$ cat src/rtl/fpu_cmd_sched.sv
// Command scheduler owning every fpu control input: FIFO, load/exec sequencing, host writes.
// Optional watchdog on EXEC is enabled by defining FPU_TIMEOUT_EN.
module fpu_cmd_sched #(
  parameter int DEPTH        = 4,
  parameter int LD_CYCLES    = 2,
  parameter int SCRATCH_ADDR = 31,
  parameter int TIMEOUT      = 15
) (
  input  logic        clk,
  input  logic        rst,
  input  logic        cmd_valid,
  output logic        cmd_ready,
  input  logic [2:0]  cmd_opcode,
  input  logic [4:0]  cmd_src1,
  input  logic [4:0]  cmd_src2,
  input  logic [4:0]  cmd_dst,
  input  logic        wr_req,
  input  logic [4:0]  wr_addr,
  input  logic [31:0] wr_data,
  output logic        wr_ack,
  input  logic [31:0] fpu_out,
  input  logic        fpu_done,
  input  logic [7:0]  fpu_flags,
  output logic        fpu_enable,
  output logic        fpu_ld,
  output logic [2:0]  fpu_opcode,
  output logic [4:0]  fpu_addr1,
  output logic [4:0]  fpu_addr2,
  output logic [4:0]  fpu_addr3,
  output logic [31:0] fpu_inp,
  output logic        rsp_valid,
  output logic [31:0] rsp_result,
  output logic [7:0]  rsp_flags,
  output logic        rsp_timeout,
  output logic [4:0]  sticky_flags,
  input  logic        sticky_clr,
  output logic        busy
);

  localparam int AW = $clog2(DEPTH);
  localparam int LW = $clog2(LD_CYCLES + 1);
  localparam logic [4:0] SCR = 5'(SCRATCH_ADDR);

  typedef struct packed {
    logic [2:0] op;
    logic [4:0] s1;
    logic [4:0] s2;
    logic [4:0] d;
  } cmd_t;

  typedef enum logic [1:0] {
    S_IDLE, S_LOAD, S_EXEC, S_RET
  } state_t;

  cmd_t          fifo_q [DEPTH];
  logic [AW:0]   wp_q, wp_d, rp_q, rp_d;
  logic [AW:0]   occ, occ_d;
  logic          rdy_q, rdy_d;
  state_t        state_q, state_d;
  logic [LW-1:0] ld_q, ld_d;
  logic [2:0]    opc_q, opc_d;
  logic [31:0]   res_q, res_d;
  logic [7:0]    flg_q, flg_d;
  logic [4:0]    stk_q, stk_d;
  logic          push, pop, empty, tmo_hit, tmo_q;
  cmd_t          head;

  assign push  = cmd_valid & rdy_q;
  assign pop   = (state_q == S_RET);
  assign occ   = wp_q - rp_q;
  assign empty = (occ == '0);
  assign head  = fifo_q[rp_q[AW-1:0]];
  assign wp_d  = wp_q + {{AW{1'b0}}, push};
  assign rp_d  = rp_q + {{AW{1'b0}}, pop};
  assign occ_d = wp_d - rp_d;
  assign rdy_d = (occ_d != (AW+1)'(DEPTH));

  always_ff @(posedge clk) begin
    if (push) fifo_q[wp_q[AW-1:0]] <= {cmd_opcode, cmd_src1, cmd_src2, cmd_dst};
  end

`ifdef FPU_TIMEOUT_EN
  localparam int TW = $clog2(TIMEOUT + 1);
  logic [TW-1:0] tc_q, tc_d;

  always_comb begin
    tc_d = '0;
    if (state_q == S_EXEC) tc_d = tc_q + 1'b1;
  end

  // fpu_done on the last allowed cycle still counts as a normal finish
  assign tmo_hit = (state_q == S_EXEC) && !fpu_done && (tc_q == TW'(TIMEOUT - 1));

  always_ff @(posedge clk) begin
    if (rst) begin
      tc_q  <= '0;
      tmo_q <= 1'b0;
    end else begin
      tc_q  <= tc_d;
      tmo_q <= tmo_hit;
    end
  end
`else
  assign tmo_hit = 1'b0;
  assign tmo_q   = 1'b0;
`endif

  always_comb begin
    state_d    = state_q;
    ld_d       = ld_q;
    opc_d      = opc_q;
    res_d      = res_q;
    flg_d      = flg_q;
    fpu_enable = 1'b0;
    fpu_ld     = 1'b0;
    fpu_addr1  = SCR;
    fpu_addr2  = '0;
    fpu_addr3  = SCR;
    fpu_inp    = '0;
    wr_ack     = 1'b0;
    unique case (state_q)
      S_IDLE: begin
        if (wr_req) begin
          fpu_addr1 = wr_addr;
          fpu_inp   = wr_data;
          wr_ack    = 1'b1;
        end else if (!empty) begin
          opc_d = head.op;
          if (head.op <= 3'd4) begin
            state_d = S_LOAD;
            ld_d    = '0;
          end else begin
            state_d = S_RET;
            res_d   = '0;
            flg_d   = 8'h20;
          end
        end
      end
      S_LOAD: begin
        fpu_enable = 1'b1;
        fpu_ld     = 1'b1;
        fpu_addr1  = head.s1;
        fpu_addr2  = head.s2;
        fpu_addr3  = head.d;
        if (ld_q == LW'(LD_CYCLES - 1)) state_d = S_EXEC;
        else ld_d = ld_q + 1'b1;
      end
      S_EXEC: begin
        fpu_enable = 1'b1;
        fpu_addr1  = head.s1;
        fpu_addr2  = head.s2;
        fpu_addr3  = head.d;
        if (fpu_done) begin
          state_d = S_RET;
          res_d   = (opc_q == 3'd4) ? 32'h0 : fpu_out;
          flg_d   = fpu_flags;
        end else if (tmo_hit) begin
          state_d = S_RET;
          res_d   = '0;
          flg_d   = '0;
        end
      end
      S_RET: state_d = S_IDLE;
      default: state_d = S_IDLE;
    endcase
  end

  assign rsp_valid    = (state_q == S_RET);
  assign rsp_result   = rsp_valid ? res_q : 32'h0;
  assign rsp_flags    = rsp_valid ? flg_q : 8'h0;
  assign rsp_timeout  = rsp_valid & tmo_q;
  // clear has priority over a same-cycle accumulate
  assign stk_d        = sticky_clr ? 5'h0 : (stk_q | rsp_flags[7:3]);
  assign sticky_flags = stk_q;
  assign fpu_opcode   = opc_q;
  assign cmd_ready    = rdy_q;
  assign busy         = (state_q != S_IDLE) || !empty;

  always_ff @(posedge clk) begin
    if (rst) begin
      wp_q    <= '0;
      rp_q    <= '0;
      rdy_q   <= 1'b1;
      state_q <= S_IDLE;
      ld_q    <= '0;
      opc_q   <= '0;
      res_q   <= '0;
      flg_q   <= '0;
      stk_q   <= '0;
    end else begin
      wp_q    <= wp_d;
      rp_q    <= rp_d;
      rdy_q   <= rdy_d;
      state_q <= state_d;
      ld_q    <= ld_d;
      opc_q   <= opc_d;
      res_q   <= res_d;
      flg_q   <= flg_d;
      stk_q   <= stk_d;
    end
  end

endmodule
$ cat config.mk
export PLATFORM = sky130hd
export DESIGN_NAME = fpu_cmd_sched
export DESIGN_NICKNAME = d
export VERILOG_FILES = /design/src/rtl/fpu_cmd_sched.sv
export SDC_FILE = /design/constraint.sdc
export NUM_CORES = 1
export LEC_CHECK = 0
export ABC_AREA = 1
export BUFFER_PORTS_ARGS = -buffer_cell sky130_fd_sc_hd__buf_4
export CORE_UTILIZATION = 40
export CTS_BUF_LIST = sky130_fd_sc_hd__clkbuf_4 sky130_fd_sc_hd__clkbuf_8
export DETAILED_ROUTE_END_ITERATION = 8
export PLACE_DENSITY = 0.66
export RECOVER_POWER = 100
export REMOVE_ABC_BUFFERS = 1
export SLEW_MARGIN = 20
export SYNTH_ARGS = -nofsm -noshare
export SYNTH_HDL_FRONTEND = slang
export SYNTH_SLANG_ARGS = --single-unit
$ cat constraint.sdc
create_clock -name clk -period 6.1 [get_ports clk]
set_input_delay 0.915 -clock clk [delete_from_list [all_inputs] [get_ports clk]]
set_output_delay 0.915 -clock clk [all_outputs]
set_load 0.01 [all_outputs]
==> out/summary.json, run 1 <==
{
  "synth.distinct_cells": 29,
  "setup-violations-final": 0,
  "clock-root-buffer": "sky130_fd_sc_hd__clkbuf_8",
  "postCtsResizedCells": 0,
  "grt_util_met3": 0.0481,
  "number_of_antenna_violations_at_the_first_check_in_global_routing": 0,
  "postSynth.asyncResetShare": 0,
  "fin_crit_sh": 0.663,
  "flow.area_growth_from_synthesis_pct": 24.7,
  "diodes": 0,
  "crit_required_ns": 5.18,
  "vias": 5511,
  "post-synth-top-area-cell": "sky130_fd_sc_hd__edfxtp_1",
  "cts_tree": "built",
  "r2r_start": "rp_q[0]",
  "dp_hpwl_mm": 9.98,
  "drtIter0Drc": 315,
  "max-cap-violations": 2,
  "final_max_slew_viol_count": 82,
  "slew_hr": -0.314,
  "synth-warning-count": 0,
  "max_freq_mhz": 247,
  "grt_usage": 0.197,
  "route.detailed.drc": 0,
  "ant_nets": 0,
  "placement_rows": 45,
  "worst_setup_skew_after_layout_ns": 0.00764,
  "clock_sink_count": 131,
  "drt-wirelength-per-cell_um": 13.5,
  "routabilityCongestion": 0.781,
  "finalHoldViolations": 0,
  "setup_repair_after_global_routing_missed_its_margin": "no",
  "end_kind": "primary output",
  "synth_area_per_cell_um2": 8.06,
  "worst_setup_path_startpoint": "rp_q[0]",
  "synth.ff_latch_count": 131,
  "cts-root-to-sink-buffers": 2,
  "drt-vias-per-instance": 4.77,
  "global_route.usage.met2": 0.345,
  "worstPathArrival_ns": 3.13,
  "grt_start_max_net_pins": 42,
  "setup_slack_ns": 2.06,
  "worstSetupPathType": "reg -> out",
  "worst_ir_drop_on_vdd_uv": 230,
  "postSynthCellCount": 770,
  "core_region_area_um2": 15100,
  "initial_core_util": 0.410,
  "proportion_of_layout_cells_with_a_drive_suffix_above_1": 0.127,
  "finalWorstPathRequiredPeriod_ns": 4.04,
  "power_density_nw_per_um2": 418,
  "worst_setup_hold_path_clk_slew_ns": 0.07,
  "multi_input_area_um2": 2240,
  "holdCritStartpoint": "sticky_flags[0]",
  "syn_area_um2": 6210,
  "outcome": "finished with violations",
  "htreeDepth": 4,
  "leading_cell_types_in_the_layout_fill_and_taps_excluded": "sky130_fd_sc_hd__nor2_1, sky130_fd_sc_hd__nand2_1, sky130_fd_sc_hd__clkbuf_1",
  "routed_wl_mm": 15.6,
  "grt_first_pass_wirelength_mm": 24.7,
  "mostFrequentLayoutCell": "sky130_fd_sc_hd__nor2_1",
  "ys_seq_area_frac": 0.539,
  "max_slew.worst_pin.slew_ns": 1.97,
  "regArea_um2": 3340,
  "setup_tns_ns": 0,
  "busiest_layer": "met2",
  "path_max_fanout": 39,
  "synth_edf_count": 72,
  "gr-total-overflow": 0,
  "cts_hold_repair.buffers": 0,
  "cp-start-kind": "flip-flop",
  "holdCritPathClass": "reg -> reg",
  "die_height_um": 127,
  "placement.io_buffers": 201,
  "cts_made_buffers": 17,
  "clock_insertion_delay_at_the_later_pin_of_the_skew_report_ns": 0.44,
  "final.fill_count": 1604,
  "synth.top_cells.by_area": "sky130_fd_sc_hd__edfxtp_1, sky130_fd_sc_hd__dfxtp_1, sky130_fd_sc_hd__nor2_1, sky130_fd_sc_hd__nand2_1, sky130_fd_sc_hd__nand3_1",
  "finish.net_count": 1070,
  "grtUsageMet1": 0.228,
  "width_of_the_die_um": 127,
  "cts_post_setup_buffers_inserted": 0,
  "place_worst_setup_slack_ns": 2.96,
  "leakage_nw": 3.58,
  "first_pass_iters": 5,
  "synth_top_cell_area_share": 0.348,
  "boundaryPins": 203,
  "grt_pass1_vias": 5013,
  "die-area_um2": 16000,
  "post_synth_top_flop": "sky130_fd_sc_hd__edfxtp_1",
  "failed_checks": "max-capacitance violations, max-slew violations"
}
[path summary, 6_finish.rpt]
check | to | slack (ns) | cells after the start
worst min-delay path | sticky_flags[0] | 0.48 | 2
worst max register to register | res_q[11] | 2.08 | 13
worst min register to register | sticky_flags[0] | 0.48 | 2
worst max-delay path | busy | 2.06 | 8
[cell type report]
class                   instances  share of cell area
well taps                     188              0.0304
inverters                     108              0.0527
clock inverters                11              0.0176
clock buffers                  21              0.0349
multi-input cells             487               0.289
repair buffers                210               0.143
flip-flops and latches        131               0.432
[synth_stat cells, drive strengths merged, types with 5 or more instances]
cell type and instances:
edfxtp 72, nand3 85, o21ai 24, nor2 173
a21oi 22, o311ai 5, buf 21, a221o 5
ha 14, inv 107, dfxtp 59, clkbuf 23
nand2 144
[flip-flops by register name (all words and copies together), names as in the netlist]
signal / count
ld_q: 2
flg_q: 8
state_q: 2
fifo_q: 72
fpu_opcode: 3
res_q: 32
sticky_flags: 5
rp_q: 3
wp_q: 3
cmd_ready: 1
[where the power goes]
part	switching [mW]	internal (mW)	total, mW	leakage (nW)
logic	0.875	0.415	1.29	2.23
clock network	0.321	0.424	0.744	0.205
registers	0.0823	1.12	1.20	1.14
total	1.28	1.96	3.23	3.58
[cell families after synthesis]
group,Yosys count,share of synthesized area
buffers and inverters,152,0.101
other,1,0.000604
XOR/XNOR,4,0.00564
flip-flops,131,0.539
adder cells (fa/ha/maj),14,0.0282
AND/OR/NAND/NOR,411,0.272
AO/OA/AOI/OAI,57,0.0540
[per-layer routing]
layer | up-vias | share of wire | wire length, um
li1 | 2803 | - | -
met5 | - | 0 | 0
met1 | 2502 | 0.43 | 6730
met2 | 187 | 0.49 | 7600
met3 | 19 | 0.063 | 981
met4 | 0 | 0.016 | 250
[critical path: stages, from the launching register on]
cell and delay (ns):
sky130_fd_sc_hd__dfxtp_1 0.34, sky130_fd_sc_hd__clkbuf_1 1.29, sky130_fd_sc_hd__ha_1 0.34, sky130_fd_sc_hd__inv_1 0.04, sky130_fd_sc_hd__nand2_1 0.05, sky130_fd_sc_hd__nand2_1 0.06, sky130_fd_sc_hd__nand2_1 0.08, sky130_fd_sc_hd__nand4_1 0.24
sky130_fd_sc_hd__clkbuf_1 0.24
[through the flow]
stage / utilization / cell area, um^2 / total power, mW / hold slack, ns / std cells
2_1_floorplan: - / 5990 / 2.09 / 0.453 / 726
3_3_place_gp: 0.517 / 7830 / 2.61 / 0.458 / 1124
3_5_place_dp: 0.517 / 7830 / 2.63 / 0.461 / 1124
4_1_cts: 0.543 / 8230 / 3.37 / 0.483 / 1156
5_1_grt: 0.511 / 7740 / 3.49 / 0.507 / 1156
6_report: 0.511 / 7740 / 3.23 / 0.478 / 1156
Power figures use the tool's default switching activity.
==> run 2, diff against run 1 <==
--- a/config.mk
+++ b/config.mk
@@ -5,7 +5,7 @@
 export SDC_FILE = /design/constraint.sdc
 export NUM_CORES = 1
 export LEC_CHECK = 0
-export ABC_AREA = 1
+export ABC_AREA = 0
 export BUFFER_PORTS_ARGS = -buffer_cell sky130_fd_sc_hd__buf_4
 export CORE_UTILIZATION = 40
 export CTS_BUF_LIST = sky130_fd_sc_hd__clkbuf_4 sky130_fd_sc_hd__clkbuf_8
==> constraint.sdc (replaced) <==
create_clock -name clk -period 4.25 [get_ports clk]
set_input_delay 0.6375 -clock clk [delete_from_list [all_inputs] [get_ports clk]]
set_output_delay 0.6375 -clock clk [all_outputs]
set_load 0.01 [all_outputs]
==> run 2 against run 1 <==
The flow still finishes with violations (max-capacitance violations, max-slew violations). Sequential cell count is the same. Register-to-register slack got worse by 0.99 ns. Final cell count is 24% lower. Highest routed layer unchanged. Die area is 5.0% lower.
==> out/summary.json, run 2 <==
{
  "grt_first_pass_wirelength_mm": 21.2,
  "grtUsageMet1": 0.219,
  "final_max_slew_viol_count": 43,
  "finalPower_mw": 3.69,
  "worst_setup_hold_path_clk_slew_ns": 0.07,
  "final.fill_count": 1271,
  "largest_register_ffs": 72,
  "min_to": "sticky_flags[4]",
  "post_synth_top_flop": "sky130_fd_sc_hd__edfxtp_1",
  "clock-root-buffer": "sky130_fd_sc_hd__clkbuf_8",
  "postCtsResizedCells": 0,
  "max_slew.worst_pin.slew_ns": 1.54,
  "finalWorstPathRequiredPeriod_ns": 3.41,
  "width_of_the_die_um": 123,
  "worstPathArrival_ns": 2.77,
  "switching_power_mw": 1.19,
  "end_kind": "primary output",
  "synth_area_per_cell_um2": 12.1,
  "grt_start_max_net_pins": 43,
  "cp-start-kind": "flip-flop",
  "worstSetupPathType": "reg -> out",
  "finalHoldViolations": 0,
  "max_freq_mhz": 293,
  "first_pass_iters": 4,
  "drt-vias-per-instance": 4.99,
  "gr-total-overflow": 0,
  "clock_insertion_delay_at_the_later_pin_of_the_skew_report_ns": 0.43,
  "holdCritStartpoint": "sticky_clr",
  "synth-warning-count": 0,
  "busiest_layer": "met2",
  "slew_hr": -0.0292,
  "cts_post_setup_buffers_inserted": 0,
  "flow.area_growth_from_synthesis_pct": 29.4,
  "syn_area_um2": 5890,
  "synth_top_cell_area_share": 0.367,
  "min_path_cells": 2,
  "yosysMostFrequentCell": "sky130_fd_sc_hd__nand2_1",
  "placement_rows": 43,
  "drtIter0Drc": 255,
  "worstPathCellList": "clkbuf_1 > mux4_2 > and2_0 > buf_4",
  "leading_cell_types_in_the_layout_fill_and_taps_excluded": "sky130_fd_sc_hd__buf_4, sky130_fd_sc_hd__clkbuf_1, sky130_fd_sc_hd__nand2_1",
  "r2r.worst_path.cells": 9,
  "holdCritPathClass": "in -> reg",
  "post_synth_most_frequent_cells": "sky130_fd_sc_hd__nand2_1, sky130_fd_sc_hd__edfxtp_1, sky130_fd_sc_hd__dfxtp_1",
  "grt_pass1_vias": 4375,
  "switching_share": 0.322,
  "die_height_um": 123,
  "failed_checks": "max-capacitance violations, max-slew violations",
  "worst_ir_drop_on_vdd_uv": 372,
  "synth.ff_latch_count": 131,
  "setup_tns_ns": 0,
  "initial_core_util": 0.418,
  "core_region_area_um2": 14100,
  "mostFrequentLayoutCell": "sky130_fd_sc_hd__buf_4",
  "regArea_um2": 3340,
  "drt-wirelength-per-cell_um": 16.1,
  "share_clk_of_total_power": 0.303,
  "clock_sink_count": 131,
  "outcome": "finished with violations",
  "multi_input_area_um2": 2320,
  "timing.critical_path.max_delay_family": "flip-flops",
  "number_of_antenna_violations_at_the_first_check_in_global_routing": 1,
  "cts_tree": "built",
  "worst_setup_skew_after_layout_ns": 0.0139,
  "die-area_um2": 15200,
  "cp_num_buf_inv": 2,
  "postSynthCellCount": 487,
  "hold_ws_ns": 0.408,
  "boundaryPins": 203,
  "routabilityCongestion": 0.764,
  "path_max_fanout": 13,
  "share_comb_of_total_power": 0.299,
  "crit_required_ns": 3.61,
  "setup-violations-final": 0,
  "power_density_nw_per_um2": 485,
  "dp_hpwl_mm": 9.95,
  "fin_crit_sh": 0.803,
  "post-synth-top-area-cell": "sky130_fd_sc_hd__edfxtp_1",
  "global_route.usage.met2": 0.323,
  "postSynth.asyncResetShare": 0,
  "max-cap-violations": 1,
  "htreeDepth": 4,
  "finish.net_count": 800,
  "leakage_nw": 3.00,
  "route.detailed.drc": 0,
  "vias": 4385,
  "ys_seq_area_frac": 0.568,
  "setup_repair_after_global_routing_missed_its_margin": "no",
  "synth.distinct_cells": 41,
  "routed_wl_mm": 14.2,
  "sequentialPowerShare": 0.399,
  "slowest_stage": "sky130_fd_sc_hd__dfxtp_1",
  "r2r_start": "state_q[0]",
  "cts-root-to-sink-buffers": 2,
  "setup.reg_to_reg.worst_slack_ns": 1.09,
  "cts_made_buffers": 17,
  "placement.io_buffers": 201,
  "worstReg2RegEnd": "cmd_ready",
  "proportion_of_layout_cells_with_a_drive_suffix_above_1": 0.248,
  "ant_nets": 0,
  "synth.top_cells.by_area": "sky130_fd_sc_hd__edfxtp_1, sky130_fd_sc_hd__dfxtp_1, sky130_fd_sc_hd__mux2i_1, sky130_fd_sc_hd__nand2_1, sky130_fd_sc_hd__mux4_2",
  "grt_util_met3": 0.0604,
  "grt_usage": 0.189,
  "cpPeakStageDelay_ns": 0.83,
  "cts_hold_repair.buffers": 0,
  "internal_pwr_total_mw": 2.50,
  "synth_edf_count": 72
}
==> run 2: cell type report <==
class / instances / share of cell area
multi-input cells: 312 / 0.304
repair buffers: 209 / 0.165
clock buffers: 17 / 0.0307
inverters: 14 / 0.00689
clock inverters: 14 / 0.0243
flip-flops and latches: 131 / 0.439
well taps: 180 / 0.0295
diodes: 1 / 0.000328
==> run 2: per-layer routing <==
layer / up-vias / share of wire / wire (um)
met4: 0 / 0.015 / 214
met2: 126 / 0.51 / 7270
met1: 2121 / 0.41 / 5740
li1: 2121 / - / -
met3: 17 / 0.066 / 934
met5: - / 0 / 0
==> run 2: worst max path at each step <==
stage | from | end | cells past startpoint
after floorplan | rp_q[0] | flg_q[5] | 6
after global placement | rp_q[0] | flg_q[5] | 6
after detailed placement | rp_q[0] | res_q[3] | 6
after CTS | rp_q[0] | fpu_addr3[0] | 4
after global routing | rp_q[0] | fpu_addr2[0] | 4
final | rp_q[0] | fpu_addr2[0] | 4
==> run 2: logic make-up after synthesis <==
group	synth area share
AOI/OAI and AO/OA	0.0353
xor gates and xnor gates	0.00892
adders and majority gates	0.0297
buffers and inverters	0.0397
DFF	0.568
muxes	0.145
other	0.000637
and+or+nand+nor	0.173
==> run 2: power groups by stage <==
stage	registers, mW	clock network, mW	logic, mW
floorplan	1.49	0	0.693
global placement	1.50	0	1.23
detailed placement	1.50	0	1.25
CTS	1.47	1.14	1.26
global route	1.48	1.20	1.21
finish	1.47	1.12	1.10
==> run 2: stage by stage <==
| step | worst slack, ns | instance area, um^2 | std cells | utilization |
|---|---|---|---|---|
| finish | 0.839 | 7620 | 878 | 0.541 |
| global route | 0.611 | 7620 | 877 | 0.541 |
| CTS | 1.08 | 7940 | 877 | 0.563 |
| detailed placement | 1.29 | 7520 | 846 | 0.533 |
| global placement | 1.32 | 7520 | 846 | 0.533 |
| floorplan | 1.06 | 5710 | 457 | - |
